==> src/rtl/pong_score_keeper.sv <==
// Purpose : Pong scoring stage. Edge-detects point events, keeps two BCD scores,
//           detects the win and runs a PLAY/HOLD/OVER state machine.
// Ports   : clk, rst (async active-low); point_p1/point_p2 level inputs, new_game
//           sync clear; BCD digit outputs, point_ack pulse, game_over, winner.
// Latency : one edge from an input rise to registered outputs; no input-to-output
//           combinational path. Point rises arriving during HOLD/OVER are dropped.
module pong_score_keeper #(
    parameter int WIN_SCORE   = 11,
    parameter int HOLD_CYCLES = 4
) (
    input  logic       clk,
    input  logic       rst,
    input  logic       point_p1,
    input  logic       point_p2,
    input  logic       new_game,
    output logic [3:0] p1_tens,
    output logic [3:0] p1_ones,
    output logic [3:0] p2_tens,
    output logic [3:0] p2_ones,
    output logic       point_ack,
    output logic       game_over,
    output logic [1:0] winner
);

    // HOLD_CYCLES-1 is the largest value the counter ever holds.
    localparam int               CNT_W     = (HOLD_CYCLES > 1) ? $clog2(HOLD_CYCLES) : 1;
    localparam logic [CNT_W-1:0] HOLD_LOAD = CNT_W'(HOLD_CYCLES - 1);
    localparam logic [6:0]       WIN_VAL   = 7'(WIN_SCORE);

    localparam logic [1:0] WIN_NONE = 2'b00;
    localparam logic [1:0] WIN_P1   = 2'b01;
    localparam logic [1:0] WIN_P2   = 2'b10;

    typedef enum logic [1:0] {
        ST_PLAY = 2'd0,
        ST_HOLD = 2'd1,
        ST_OVER = 2'd2
    } state_t;

    // Two-digit BCD increment: {tens, ones}. Tens cannot overflow because the
    // game ends at WIN_SCORE <= 99.
    function automatic logic [7:0] bcd_inc(input logic [7:0] bcd);
        logic [7:0] res;
        if (bcd[3:0] == 4'd9) begin
            res = {bcd[7:4] + 4'd1, 4'd0};
        end else begin
            res = {bcd[7:4], bcd[3:0] + 4'd1};
        end
        return res;
    endfunction

    // Binary value of a two-digit BCD score, for the win compare.
    function automatic logic [6:0] bcd_value(input logic [7:0] bcd);
        return ({3'd0, bcd[7:4]} * 7'd10) + {3'd0, bcd[3:0]};
    endfunction

    state_t           state_q,     state_d;
    logic [CNT_W-1:0] hold_cnt_q,  hold_cnt_d;
    logic [7:0]       p1_bcd_q,    p1_bcd_d;
    logic [7:0]       p2_bcd_q,    p2_bcd_d;
    logic             p1_prev_q,   p1_prev_d;
    logic             p2_prev_q,   p2_prev_d;
    logic             point_ack_q, point_ack_d;
    logic             game_over_q, game_over_d;
    logic [1:0]       winner_q,    winner_d;

    logic       rise_p1;
    logic       rise_p2;
    logic [7:0] p1_next;
    logic [7:0] p2_next;

    assign rise_p1 = point_p1 & ~p1_prev_q;
    assign rise_p2 = point_p2 & ~p2_prev_q;
    assign p1_next = bcd_inc(p1_bcd_q);
    assign p2_next = bcd_inc(p2_bcd_q);

    always_comb begin
        state_d     = state_q;
        hold_cnt_d  = hold_cnt_q;
        p1_bcd_d    = p1_bcd_q;
        p2_bcd_d    = p2_bcd_q;
        // Edge history tracks the inputs every cycle, whatever the state, so a
        // level held through HOLD or OVER never looks like a fresh rise later.
        p1_prev_d   = point_p1;
        p2_prev_d   = point_p2;
        point_ack_d = 1'b0;
        game_over_d = game_over_q;
        winner_d    = winner_q;

        if (new_game) begin
            // Clear beats any rise in the same cycle; that rise is simply lost.
            state_d     = ST_PLAY;
            hold_cnt_d  = '0;
            p1_bcd_d    = 8'h00;
            p2_bcd_d    = 8'h00;
            game_over_d = 1'b0;
            winner_d    = WIN_NONE;
        end else begin
            case (state_q)
                ST_PLAY: begin
                    // Simultaneous rises are treated as a tie and discarded.
                    if (rise_p1 && !rise_p2) begin
                        p1_bcd_d    = p1_next;
                        point_ack_d = 1'b1;
                        if (bcd_value(p1_next) == WIN_VAL) begin
                            state_d     = ST_OVER;
                            game_over_d = 1'b1;
                            winner_d    = WIN_P1;
                        end else begin
                            state_d    = ST_HOLD;
                            hold_cnt_d = HOLD_LOAD;
                        end
                    end else if (rise_p2 && !rise_p1) begin
                        p2_bcd_d    = p2_next;
                        point_ack_d = 1'b1;
                        if (bcd_value(p2_next) == WIN_VAL) begin
                            state_d     = ST_OVER;
                            game_over_d = 1'b1;
                            winner_d    = WIN_P2;
                        end else begin
                            state_d    = ST_HOLD;
                            hold_cnt_d = HOLD_LOAD;
                        end
                    end
                end
                ST_HOLD: begin
                    // Loaded with HOLD_CYCLES-1, so leaving on the edge after it
                    // reads zero gives exactly HOLD_CYCLES lockout edges.
                    if (hold_cnt_q == '0) begin
                        state_d = ST_PLAY;
                    end else begin
                        hold_cnt_d = hold_cnt_q - 1'b1;
                    end
                end
                ST_OVER: begin
                    state_d = ST_OVER;
                end
                default: begin
                    state_d    = ST_PLAY;
                    hold_cnt_d = '0;
                end
            endcase
        end
    end

    always_ff @(posedge clk or negedge rst) begin
        if (!rst) begin
            state_q     <= ST_PLAY;
            hold_cnt_q  <= '0;
            p1_bcd_q    <= 8'h00;
            p2_bcd_q    <= 8'h00;
            p1_prev_q   <= 1'b0;
            p2_prev_q   <= 1'b0;
            point_ack_q <= 1'b0;
            game_over_q <= 1'b0;
            winner_q    <= WIN_NONE;
        end else begin
            state_q     <= state_d;
            hold_cnt_q  <= hold_cnt_d;
            p1_bcd_q    <= p1_bcd_d;
            p2_bcd_q    <= p2_bcd_d;
            p1_prev_q   <= p1_prev_d;
            p2_prev_q   <= p2_prev_d;
            point_ack_q <= point_ack_d;
            game_over_q <= game_over_d;
            winner_q    <= winner_d;
        end
    end

    assign p1_tens   = p1_bcd_q[7:4];
    assign p1_ones   = p1_bcd_q[3:0];
    assign p2_tens   = p2_bcd_q[7:4];
    assign p2_ones   = p2_bcd_q[3:0];
    assign point_ack = point_ack_q;
    assign game_over = game_over_q;
    assign winner    = winner_q;

endmodule

==> config.mk <==
export PLATFORM = sky130hd
export DESIGN_NAME = pong_score_keeper
export DESIGN_NICKNAME = d
export VERILOG_FILES = /design/src/rtl/pong_score_keeper.sv
export SDC_FILE = /design/constraint.sdc
export NUM_CORES = 1
export LEC_CHECK = 0
export BUFFER_PORTS_ARGS = -buffer_cell sky130_fd_sc_hd__buf_2
export CAP_MARGIN = 20
export CORE_MARGIN = 1
export CORE_UTILIZATION = 52
export CTS_CLUSTER_DIAMETER = 60
export CTS_CLUSTER_SIZE = 14
export DETAILED_ROUTE_END_ITERATION = 10
export PLACE_DENSITY = 0.81
export SYNTH_ARGS = -nofsm -noshare
export SYNTH_HDL_FRONTEND = slang
export SYNTH_SLANG_ARGS = --single-unit
==> constraint.sdc <==
create_clock -name clk -period 4.6 [get_ports clk]
set_input_delay 0.92 -clock clk [delete_from_list [all_inputs] [get_ports clk]]
set_output_delay 0.92 -clock clk [all_outputs]
set_load 0.01 [all_outputs]
==> out/qor.csv, run 1 <==
stage,metric,value,unit
die,# IOs,25,
die,core box area,3660,um2
die,DIE HEIGHT,63.9,um
logic_synthesis,syn nets,242,
die,Rows,22,
min_path,Worst Hold Path Cells,2,
logic_synthesis,"count leader, synth",nor2_1,
grt,met3 Use GR,2.86,%
timing,Final Setup Violations,0,
logic_synthesis,Synth Area per Inst,9.39,um2
finish,Finished Layout Cells,279,
place,hpwl dp,2840,um
timing,RSZ-0062 raised after global routing,no,
critical_path,Reg2Reg Launch Point,p1_bcd_q[1],
clock_tree,CTS Sinks,26,
min_path,path type of the worst min-delay path,reg2reg,
drt,DR iter-0 viols,76,
drt,Avg WL per Cell,13.3,um
timing,Post-Route Setup TNS,0,ps
critical_path,R2R cell count,13,
logic_synthesis,Seq cells post-synth,26,
logic_synthesis,top cell type's share of synthesized area,32.7,%
drt,via count,1505,
timing,WHS,520,ps
place,post-placement cell count,276,
timing,fin crit share,89.2,%
clock_tree,CTS tree,done,
die,die width,63.9,um
critical_path,"Max FO, Critical Path",9,
clock_tree,Inserted Clock Buffers,3,
timing,Worst slew margin,61.5,%
logic_synthesis,"top cells by count, synth","nor2_1 (27), dfrtp_1 (26), ha_1 (21), nand2_1 (17), inv_1 (16)",
grt,initial antenna violation count,0,
logic_synthesis,main area contributors after synthesis,"dfrtp_1 (33%), ha_1 (13%), xnor2_1 (5.3%)",
grt,Total Routing Usage GR,20.5,%
clock_tree,post-CTS setup repair buffer count,0,
finish,layout cell share with drive strength beyond 1,16.0,%
logic_synthesis,Synth Flop Type,dfrtp_1,
timing,Slew @ Worst Pin,577,ps
timing,Max Clock Freq,0.244,GHz
finish,diode count,0,
timing,Tmin final,4100,ps
die,die area,4080,um2
place,Final GP Congestion,0.900,
drt,ANT nets after route,0,
logic_synthesis,cell area after synthesis,1990,um2
logic_synthesis,Post-synth EDFFs,0,
drt,vias per std cell,5.39,
clock_tree,clock latency at the later pin of the worst-skew pair,270,ps
timing,final clock skew,5.82,ps
drt,DRC,0,
clock_tree,clk root buf,clkbuf_8,
critical_path,Reg2Reg Capture Point,hold_cnt_q[1],
logic_synthesis,"Distinct cells, synth",43,
clock_tree,# resized after CTS,0,
finish,Area Growth Syn to Fin,9.37,%
grt,met2 usage,34.4,%
min_path,hold path startpoint,game_over,
clock_tree,CTS max path bufs,2,
pwr,Power Dens Cells,211,nW/um2
critical_path,CP Launch Type,register,
logic_synthesis,Synth area leader,dfrtp_1,
grt,GR Util met1,27.0,%
pwr,Max IR drop VDD,148,uV
grt,most crowded layer after global routing,met2,
outcome,status,finished clean,
die,initial core utilization,54.4,%
critical_path,kind of critical path,reg2reg,
critical_path,internal reg-to-reg setup slack,500,ps
finish,NumNets Final,263,
timing,Slew Limit Fails,0,
pwr,Static Leak,1.11,nW
clock_tree,htree depth,1,
grt,number of global-route vias before repair,1469,
logic_synthesis,Gate Count Post-Synth,212,
critical_path,Worst Path Required,4750,ps
grt,first-pass GRT wire length,6560,um
place,I/O Buffers,24,
flow_run,Max-Cap Viols,0,
logic_synthesis,"Seq/Total Area, Yosys",32.7,%
drt,Detailed Route WL,3700,um
timing,Final Hold Fails,0,
grt,largest net degree at the start of global routing,27,
logic_synthesis,Synth Warn #,0,
logic_synthesis,asr flop ratio synth,100,%
grt,Overflow after GRT,0,
pwr,total power,460,uW
min_path,sink of the worst hold path,game_over,
clock_tree,clk slew on worst S/H paths,90,ps
clock_tree,cts hold-fix bufs,0,
critical_path,Worst Setup End Kind,register,
drt,DR pass1 iterations,4,
critical_path,crit path DAT,4250,ps
[kinds of logic (layout without fill, tap and decap cells)]
family,count (synthesis),after routing,synth area share [%]
buffers and inverters,25,44,5.28
and+or+nand+nor,79,79,20.4
AOI/OAI and AO/OA,34,34,12.8
xor gates and xnor gates,20,20,10.2
muxes,3,3,1.51
DFF,26,26,32.7
adders and majority gates,25,25,17.2
[where the power goes]
| group | total [mW] | internal [mW] | switching [mW] |
|---|---|---|---|
| combinational | 0.0818 | 0.0328 | 0.0491 |
| clock | 0.129 | 0.0587 | 0.0700 |
| sequential | 0.249 | 0.238 | 0.0115 |
| total | 0.460 | 0.329 | 0.131 |
[stage by stage]
| step | util (%) | setup WS (ps) | instance area, um2 |
|---|---|---|---|
| floorplan | - | 938 | 1990 |
| CTS | 59.5 | 488 | 2180 |
| detailed placement | 58.3 | 492 | 2140 |
| global route | 59.5 | 127 | 2180 |
| global placement | 58.1 | 582 | 2130 |
| finish | 59.5 | 499 | 2180 |
[cells in the final DEF, fill, tap and decap left out, types with 6 or more instances in the layout]
master,instances
nor2_1,27
inv_1,16
xnor2_1,12
a21oi_1,11
nor3_1,7
buf_2,24
dfrtp_1,26
ha_1,21
nand2_1,17
xor2_1,6
[worst max-delay path by stage]
stage	end	slack, ps	startpoint
after floorplan	hold_cnt_q[1]	940	p1_bcd_q[1]
after global placement	hold_cnt_q[1]	580	p1_bcd_q[1]
after detailed placement	hold_cnt_q[1]	490	p1_bcd_q[1]
after CTS	hold_cnt_q[1]	490	p1_bcd_q[1]
after global routing	hold_cnt_q[1]	130	p1_bcd_q[1]
final	hold_cnt_q[1]	500	p1_bcd_q[1]
[state kept, by name (all words and copies together) (netlist names)]
name and count:
p1_prev_q 1, point_ack 1, p1_bcd_q 8, winner 2
hold_cnt_q 2, p2_prev_q 1, p2_bcd_q 8, state_q 2
game_over 1
[area by class of cell]
cell class / instances / area (um2)
multi-input combinational: 161 / 1230
tap: 48 / 60.1
sequential: 26 / 651
clock buffer: 3 / 41.3
timing repair buffer: 25 / 130
fill: 334 / 1480
inverter: 16 / 60.1
[critical path: stages (launching register included)]
cell and delay [ps]:
dfrtp_1 410, inv_1 90, ha_1 150, and3b_1 470, mux2i_1 410, inv_1 130, ha_1 320, ha_1 210
fa_1 550, xnor2_1 130, a31oi_1 130, o41ai_4 600, a21oi_2 100, a221o_1 270
[metal layers]
metal  vias up  share of wire [%]
met5         -                  0
met4         0               0.89
met3         4                2.6
met2        17                 48
met1       719                 48
li1        765                  -
Power figures use the tool's default switching activity.
==> run 2: changes to the inputs <==
Settings changed: CORE_UTILIZATION 52 to 25, PLACE_DENSITY 0.81 to 0.49.
==> run 2 against run 1 <==
Setup slack better by 33 ps. Global-route usage decreased by 9.7 points. Total power up 5.7%. Clock-buffer cell count rose by 1. Sequential power about the same. Non-clock buffer count grew 1. Critical path depth unchanged. Utilization decreased by 30 points. Sequential share of layout area is 1.1 points lower.
==> out/qor.csv, run 2 (same netlist as run 1, synthesis figures left out) <==
stage,metric,value,unit,change
die,Rows,32,,+45%
place,DP Worst Slack,536,ps,+43.8 ps
timing,Tmin final,4070,ps,-33.0 ps
critical_path,R2R cell count,13,,unchanged
timing,Final Setup Violations,0,,unchanged
timing,Setup WS post-layout,532,ps,+33.0 ps
clock_tree,clk root buf,clkbuf_8,,
finish,biggest regs,"p1_bcd_q x8, p2_bcd_q x8",,
clock_tree,clock latency at the later pin of the worst-skew pair,280,ps,about the same
timing,fin crit share,88.4,%,-0.72 points
finish,layout cell share with drive strength beyond 1,16.7,%,+0.72 points
critical_path,CP Launch Type,register,,
clock_tree,CTS Sinks,26,,unchanged
pwr,Logic pwr share,16.8,%,-1.0 points
place,hpwl dp,3170,um,+12%
pwr,Static Leak,1.12,nW,+1.2%
critical_path,"critical path, cell by cell",inv_1 > ha_1 > and3b_1 > mux2i_1 > inv_1 > ha_1 > ha_1 > fa_1 > xnor2_1 > a31oi_1 > o41ai_4 > a21oi_2 > a221o_1,,
drt,Detailed Route WL,4150,um,+12%
timing,Worst slew margin,58.6,%,-2.9 points
critical_path,CP most frequent cell,ha_1,,
grt,Total Routing Usage GR,10.8,%,-9.7 points
critical_path,"Max FO, Critical Path",9,,unchanged
critical_path,Worst Setup End Kind,register,,
critical_path,Reg2Reg Launch Point,p1_bcd_q[1],,
pwr,Max IR drop VDD,107,uV,-28%
timing,WHS,523,ps,+2.79 ps
drt,Avg WL per Cell,12.4,um,-6.7%
min_path,hold path startpoint,game_over,,
grt,largest net degree at the start of global routing,27,,unchanged
timing,Post-Route Setup TNS,0,ps,unchanged
drt,DR pass1 iterations,4,,unchanged
place,I/O Buffers,24,,unchanged
finish,diode count,0,,unchanged
critical_path,Reg2Reg Capture Point,hold_cnt_q[1],,
min_path,Worst Hold Path Cells,2,,unchanged
clock_tree,# resized after CTS,0,,unchanged
timing,final clock skew,5.33,ps,-0.491 ps
grt,Overflow after GRT,0,,unchanged
die,# IOs,25,,unchanged
pwr,P_int,347,uW,+5.4%
timing,Slew @ Worst Pin,621,ps,+43.6 ps
finish,"commonest non-fill, non-tap cell in the layout",nor2_1,,
clock_tree,cts hold-fix bufs,0,,unchanged
drt,vias per std cell,4.41,,-18%
clock_tree,post-CTS setup repair buffer count,0,,unchanged
min_path,path type of the worst min-delay path,reg2reg,,
critical_path,"Slowest-stage cell, CP",o41ai_4,,
critical_path,Worst Path Required,4770,ps,+20 ps
timing,Max Clock Freq,0.246,GHz,+0.81%
pwr,Psw,139,uW,+6.4%
finish,"commonest cells after routing, fill and taps aside","nor2_1 (27), dfrtp_1 (26), buf_2 (24)",,
die,core box area,7730,um2,+110%
pwr,Clk pwr share,31.9,%,+3.9 points
critical_path,internal reg-to-reg setup slack,530,ps,+30 ps
drt,DRC,0,,unchanged
clock_tree,clk slew on worst S/H paths,100,ps,about the same
grt,first-pass GRT wire length,7250,um,+11%
timing,Slew Limit Fails,0,,unchanged
critical_path,kind of critical path,reg2reg,,
clock_tree,Inserted Clock Buffers,3,,unchanged
grt,number of global-route vias before repair,1524,,+3.7%
place,Final GP Congestion,0.770,,-14%
critical_path,critical path's largest stage delay,620,ps,+20 ps
timing,Final Hold Fails,0,,unchanged
finish,fillers,824,,+150%
drt,via count,1478,,-1.8%
die,die width,91.2,um,+43%
drt,ANT nets after route,0,,unchanged
clock_tree,CTS tree,done,,
outcome,status,finished clean,,
finish,NumNets Final,264,,+0.38%
timing,RSZ-0062 raised after global routing,no,,
flow_run,Max-Cap Viols,0,,unchanged
pwr,Reg power frac,51.4,%,-2.8 points
die,initial core utilization,25.8,%,-29 points
die,die area,8320,um2,+100%
clock_tree,htree depth,1,,unchanged
grt,initial antenna violation count,0,,unchanged
min_path,sink of the worst hold path,game_over,,
finish,Area Growth Syn to Fin,13.7,%,
die,DIE HEIGHT,91.2,um,+43%
drt,DR iter-0 viols,45,,-41%
pwr,switching share of total power,28.6,%,+0.20 points
clock_tree,CTS max path bufs,2,,unchanged
pwr,Power Dens Cells,215,nW/um2,+1.7%
critical_path,crit path DAT,4240,ps,about the same
## run 2: how the worst max path moves through the flow
stage | depth (start not counted) | startpoint | endpoint
finish | 13 | p1_bcd_q[1] | hold_cnt_q[1]
global route | 13 | p1_bcd_q[1] | hold_cnt_q[1]
CTS | 13 | p1_bcd_q[1] | hold_cnt_q[1]
detailed placement | 13 | p1_bcd_q[1] | hold_cnt_q[1]
global placement | 12 | p1_bcd_q[0] | hold_cnt_q[1]
floorplan | 14 | p1_bcd_q[1] | hold_cnt_q[1]
## run 2: layer usage
metal  vias to the layer above  track usage [%]  routed length (um)
met1                       690             14.1                2050
li1                        766                -                   -
met5                         -                0                   0
met2                        16             17.9                1920
met3                         6             1.59                  98
met4                         0             4.50                  79
## run 2: power groups by stage
| stage | sequential, mW | clock (mW) | combinational, mW |
|---|---|---|---|
| detailed placement | 0.254 | 0 | 0.0831 |
| global placement | 0.254 | 0 | 0.0826 |
| finish | 0.250 | 0.155 | 0.0816 |
| CTS | 0.250 | 0.161 | 0.0832 |
| global route | 0.252 | 0.166 | 0.0955 |
| floorplan | 0.253 | 0 | 0.0581 |
## run 2: critical path, delay by kind of cell (launching register included)
| kind | cells | cell delay (ps) |
|---|---|---|
| adder cells (fa/ha/maj) | 4 | 1210 |
| AO/OA/AOI/OAI | 4 | 1140 |
| flip-flops | 1 | 420 |
| buffers and inverters | 2 | 190 |
| AND/OR/NAND/NOR | 1 | 470 |
| multiplexers | 1 | 390 |
| XOR/XNOR | 1 | 140 |
## run 2: per-stage QoR
stage	area, um2	power [mW]	cells	utilization, %
floorplan	1990	0.311	212	-
global placement	2210	0.337	331	28.6
detailed placement	2210	0.338	331	28.6
CTS	2260	0.494	335	29.3
global route	2260	0.513	335	29.3
finish	2260	0.486	335	29.3
## run 2: final cells by class
class / instances / area, um2 / area share [%]
Clock buffer: 4 / 55.1 / 2.43
Timing Repair Buffer: 26 / 135 / 5.97
Multi-Input combinational cell: 161 / 1230 / 54.6
Inverter: 16 / 60.1 / 2.65
Sequential cell: 26 / 651 / 28.7
Tap cell: 102 / 128 / 5.64
